<file path="src/rtl/al422_frame_writer.sv">
// Write-side front end for the AL422 frame FIFO: resets the write pointer at each SOF, then writes FRAME_BYTES bytes.
// Optional build macro AL422_FRAME_WRITER_DROP_EN: discard non-SOF bytes in IDLE instead of back-pressuring them.
module al422_frame_writer #(
  parameter int FRAME_BYTES = 6144,
  parameter int WRST_CYCLES = 4
) (
  input  logic       in_clk,
  input  logic       in_rst,
  input  logic [7:0] s_data,
  input  logic       s_sof,
  input  logic       s_valid,
  output logic       s_ready,
  output logic [7:0] al422_data,
  output logic       al422_we_n,
  output logic       al422_wrst_n,
  output logic       frame_done,
  output logic       err
);

  localparam int CW = $clog2(FRAME_BYTES);
  localparam logic [CW-1:0] LAST_COUNT = CW'(FRAME_BYTES - 1);
  localparam logic [3:0]    WRST_LAST  = 4'(WRST_CYCLES - 1);

  typedef enum logic [1:0] {
    IDLE,
    WRST,
    WRITE,
    DONE
  } state_t;

  state_t        state_reg, state_next;
  logic [CW-1:0] count_reg, count_next;
  logic [3:0]    wrst_cnt_reg, wrst_cnt_next;
  logic          ready;
  logic          write_en;
  logic          abort;
  logic          frame_end;

  assign s_ready = ready;

  always_ff @(posedge in_clk) begin
    if (in_rst) begin
      state_reg    <= IDLE;
      count_reg    <= '0;
      wrst_cnt_reg <= '0;
    end else begin
      state_reg    <= state_next;
      count_reg    <= count_next;
      wrst_cnt_reg <= wrst_cnt_next;
    end
  end

  // s_ready depends only on state, count and s_sof, never on s_valid.
  always_comb begin
    state_next    = state_reg;
    count_next    = count_reg;
    wrst_cnt_next = wrst_cnt_reg;
    ready         = 1'b0;
    write_en      = 1'b0;
    abort         = 1'b0;
    frame_end     = 1'b0;
    case (state_reg)
      IDLE: begin
`ifdef AL422_FRAME_WRITER_DROP_EN
        ready = !s_sof;
`else
        ready = 1'b0;
`endif
        // The SOF byte is left with the source and taken as byte 0 after WRST.
        if (s_valid && s_sof) begin
          state_next    = WRST;
          wrst_cnt_next = '0;
          count_next    = '0;
        end
      end
      WRST: begin
        if (wrst_cnt_reg == WRST_LAST) begin
          state_next = WRITE;
          count_next = '0;
        end else begin
          wrst_cnt_next = wrst_cnt_reg + 4'd1;
        end
      end
      WRITE: begin
        ready = !(s_sof && (count_reg != '0));
        if (s_valid && ready) begin
          write_en = 1'b1;
          if (count_reg == LAST_COUNT) begin
            state_next = DONE;
            frame_end  = 1'b1;
            count_next = '0;
          end else begin
            count_next = count_reg + CW'(1);
          end
        end else if (s_valid && s_sof) begin
          // Short frame: restart the write pointer; the held SOF byte becomes byte 0.
          abort         = 1'b1;
          state_next    = WRST;
          wrst_cnt_next = '0;
          count_next    = '0;
        end
      end
      DONE: begin
        state_next = IDLE;
      end
      default: begin
        state_next = IDLE;
      end
    endcase
  end

  // WRST and accepted writes are mutually exclusive by state, so WE_n and WRST_n never overlap.
  always_ff @(posedge in_clk) begin
    if (in_rst) begin
      al422_data   <= '0;
      al422_we_n   <= 1'b1;
      al422_wrst_n <= 1'b1;
      frame_done   <= 1'b0;
      err          <= 1'b0;
    end else begin
      if (write_en) begin
        al422_data <= s_data;
      end
      al422_we_n   <= !write_en;
      al422_wrst_n <= (state_next != WRST);
      frame_done   <= frame_end;
      err          <= abort;
    end
  end

endmodule

</file>
<file path="config.mk">
export PLATFORM = sky130hd
export DESIGN_NAME = al422_frame_writer
export DESIGN_NICKNAME = d
export VERILOG_FILES = /design/src/rtl/al422_frame_writer.sv
export SDC_FILE = /design/constraint.sdc
export NUM_CORES = 1
export LEC_CHECK = 0
export ABC_AREA = 1
export ABC_CLOCK_PERIOD_IN_PS = 2500
export CAP_MARGIN = 15
export CORE_UTILIZATION = 59
export CTS_BUF_LIST = sky130_fd_sc_hd__clkbuf_8 sky130_fd_sc_hd__clkbuf_16
export DETAILED_ROUTE_END_ITERATION = 10
export PLACE_DENSITY = 0.95
export SYNTH_ARGS = -nofsm -noshare
export SYNTH_HDL_FRONTEND = slang
export SYNTH_SLANG_ARGS = --single-unit
export TNS_END_PERCENT = 1
</file>
<file path="constraint.sdc">
create_clock -name in_clk -period 2.5 [get_ports in_clk]
set_input_delay 0.5 -clock in_clk [delete_from_list [all_inputs] [get_ports in_clk]]
set_output_delay 0.5 -clock in_clk [all_outputs]
set_load 0.005 [all_outputs]
</file>
==> flow_summary.toml <==
[global_route]
antenna_found_initial = 0
grt_use_total_pct = 27.5
grt_start_max_net_pins = 20
first_pass_grt_wire_length_um = 7090
first_global_vias = 1717
grt.overflow.total = 0

[worst_setup_path]
critPathArrivalTime_ns = 1.92
setup.worst_path.end_class = "primary output"
critical_path.slowest_cell = "clkdlybuf4s50_1"
cp_data_required_time_ns = 2.00
worst-path-max-fanout = 4
worst_setup_path_start_kind = "register"
longest_individual_stage_delay_on_the_worst_path_ns = 0.51
cp_cell_sequence = "inv_1 -> ha_1 -> nand3_1 -> nor2_1 -> nand2_2 -> a21oi_1 -> clkdlybuf4s50_1"
start_to_end_type_of_the_worst_setup_path = "register to primary output"

[floorplanning]
floorplan.die_area_mm2 = 0.00339
initial_core_util_pct = 61.6
ios = 25
die-width_um = 58.2
core.rowCount = 20
fp.dieH_um = 58.2
core-area_mm2 = 0.00303

[synth]
sequential_fraction_of_the_synthesis_area_pct = 33.3
synth.top_cells.by_area = "dfxtp_1, nand2_1, nand3_1, a21oi_1, o21ai_0"
postSynthNetCount = 303
ys_dominant_reg_cell = "dfxtp_1"
post-synth-top-area-fraction_pct = 33.3
post_synth_instance_area_mm2 = 0.00186
synth.lib_cells_used.distinct = 26
synth_async_sr_flop_share_pct = 0
yosysMostFrequentCell = "nand2_1"
synth_seq_cells = 31
synth_top_cells_by_count = "nand2_1, nand3_1, dfxtp_1"
yosys_warnings = 0
yosys.area.top_type = "dfxtp_1"
synth_area_per_cell_um2 = 6.54
synthesis.instances = 285
synth_edf_count = 0

[routing]
vias_per_cell = 5.50
post_drt_wl_per_cell_um = 12.1
route.vias.total = 1963
drt-initial-drc-count = 152
drcViolationCount = 0
wl_um = 4330
firstDrtPassIters = 5
route.antenna.remaining_nets = 0

[cells_and_area]
post_route_cells_drive_above_1_share_pct = 8.63
instances_no_fill = 357
antennaDiodeCount = 0
layout.nets = 330
areaGrowthSynthToFinish_pct = 21.2
largest_register_ff_count = 13

[sta]
finalSetupViolCount = 0
worst_slew_margin_rel_pct = 69.1
worstMarginPinSlew_ns = 0.464
maxClockFrequency_mhz = 413
timing.setup.tns_ns = 0
timing.hold.ws_ns = 0.475
final_worst_path_setup_slack_ns = 0.0787
min_period_over_period_pct = 96.9
finalClockSkew_ns = 0.00891
finalMaxSlewViolations = 0
rsz0062_at_grt = "no"
layout_min_cycle_time_ns = 2.42
final_hold_violations = 0

[run]
max-cap-violations = 0

[clock_network]
cts_post_setup_buffers_inserted = 0
cts.root.buffer_cell = "clkbuf_8"
ctsHtreeMaxLevel = 2
reg_clk_slew_reported_paths_ns = 0.06
tritoncts_clock_tree = "done"
cts_buffers = 5
holdBufCountCts = 0
cts_max_path_buffers = 2
cts.sink_count = 31
worstSkewPairLatency_ns = 0.30
cts_resized = 0

[placement]
place.port_buffers = 24
placed_cells = 349
gp_congestion = 0.900
setup_slack_at_placement_ns = 0.298
place_hpwl_um = 3020

[pwr]
power.density_mw_per_mm2 = 987
leakagePower_nw = 0.941
maximum_ir_drop_on_the_vdd_rail_uv = 448
finalPower_w = 0.00223

[status]
status = "finished, final reports clean"

[min_path]
hp-class = "register to register"
==> final timing paths <==
path                                   start                         end  slack [ns]  depth (start not counted)
setup / recovery   count_reg[0]$_SDFFE_PP0P_                     s_ready        0.08                          7
hold reg to reg   al422_data[1]$_SDFFE_PP0P_  al422_data[1]$_SDFFE_PP0P_        0.47                          2
setup reg to reg     state_reg[0]$_SDFF_PP0_  count_reg[11]$_SDFFE_PP0P_        0.64                          8
hold / removal    al422_data[1]$_SDFFE_PP0P_  al422_data[1]$_SDFFE_PP0P_        0.47                          2
==> cells in the final DEF (no fill, tap or decap), types with 3 or more instances in the layout <==
master,instances
a21oi_1,21
a21oi_2,3
buf_4,4
clkbuf_8,6
clkdlybuf4s50_1,24
dfxtp_1,31
ha_1,6
inv_1,25
inv_2,3
nand2_1,80
nand3_1,41
nand4_1,5
nor2_1,23
o21ai_0,20
o21ai_1,4
==> kinds of logic after synthesis <==
kind of cell | share of synthesized area [%]
xor+xnor | 0.940
buf+inv | 8.19
fa+ha+maj | 4.03
flops | 33.3
compound gates | 13.5
simple gates | 40.1
==> metrics by stage <==
step	utilization [%]	area, um2
2_1_floorplan	-	1860
4_1_cts	74.6	2260
3_5_place_dp	70.7	2140
3_3_place_gp	70.7	2140
6_report	74.6	2260
5_1_grt	74.6	2260
==> routing by layer <==
metal,track usage (%),vias up,wire length (um),share of wire [%]
met2,45.3,91,1970,45
met1,34.1,872,1960,45
li1,-,993,-,-
met4,10.5,0,57,1.3
met5,0,-,0,0
met3,7.81,7,346,8.0
==> critical path: cells and delay by family (launching register included) <==
| family | cells | cell delay [ns] |
|---|---|---|
| simple gates | 3 | 0.36 |
| buf+inv | 2 | 0.64 |
| compound gates | 1 | 0.14 |
| fa+ha+maj | 1 | 0.16 |
| flops | 1 | 0.33 |
==> where the power goes <==
part           switching [W]  internal [W]
Combinational       0.000686      0.000366
Clock               0.000201      0.000322
Sequential         0.0000716      0.000583
==> final cells by class <==
cell class,instances,area [um2]
clock inverters,2,35.0
clock buffers,6,82.6
well taps,44,55.1
inverters,28,105
multi-input cells,218,1090
fillers,239,768
repair buffers,28,270
flip-flops and latches,31,621
No activity file was read; power rests on OpenSTA's default activity.
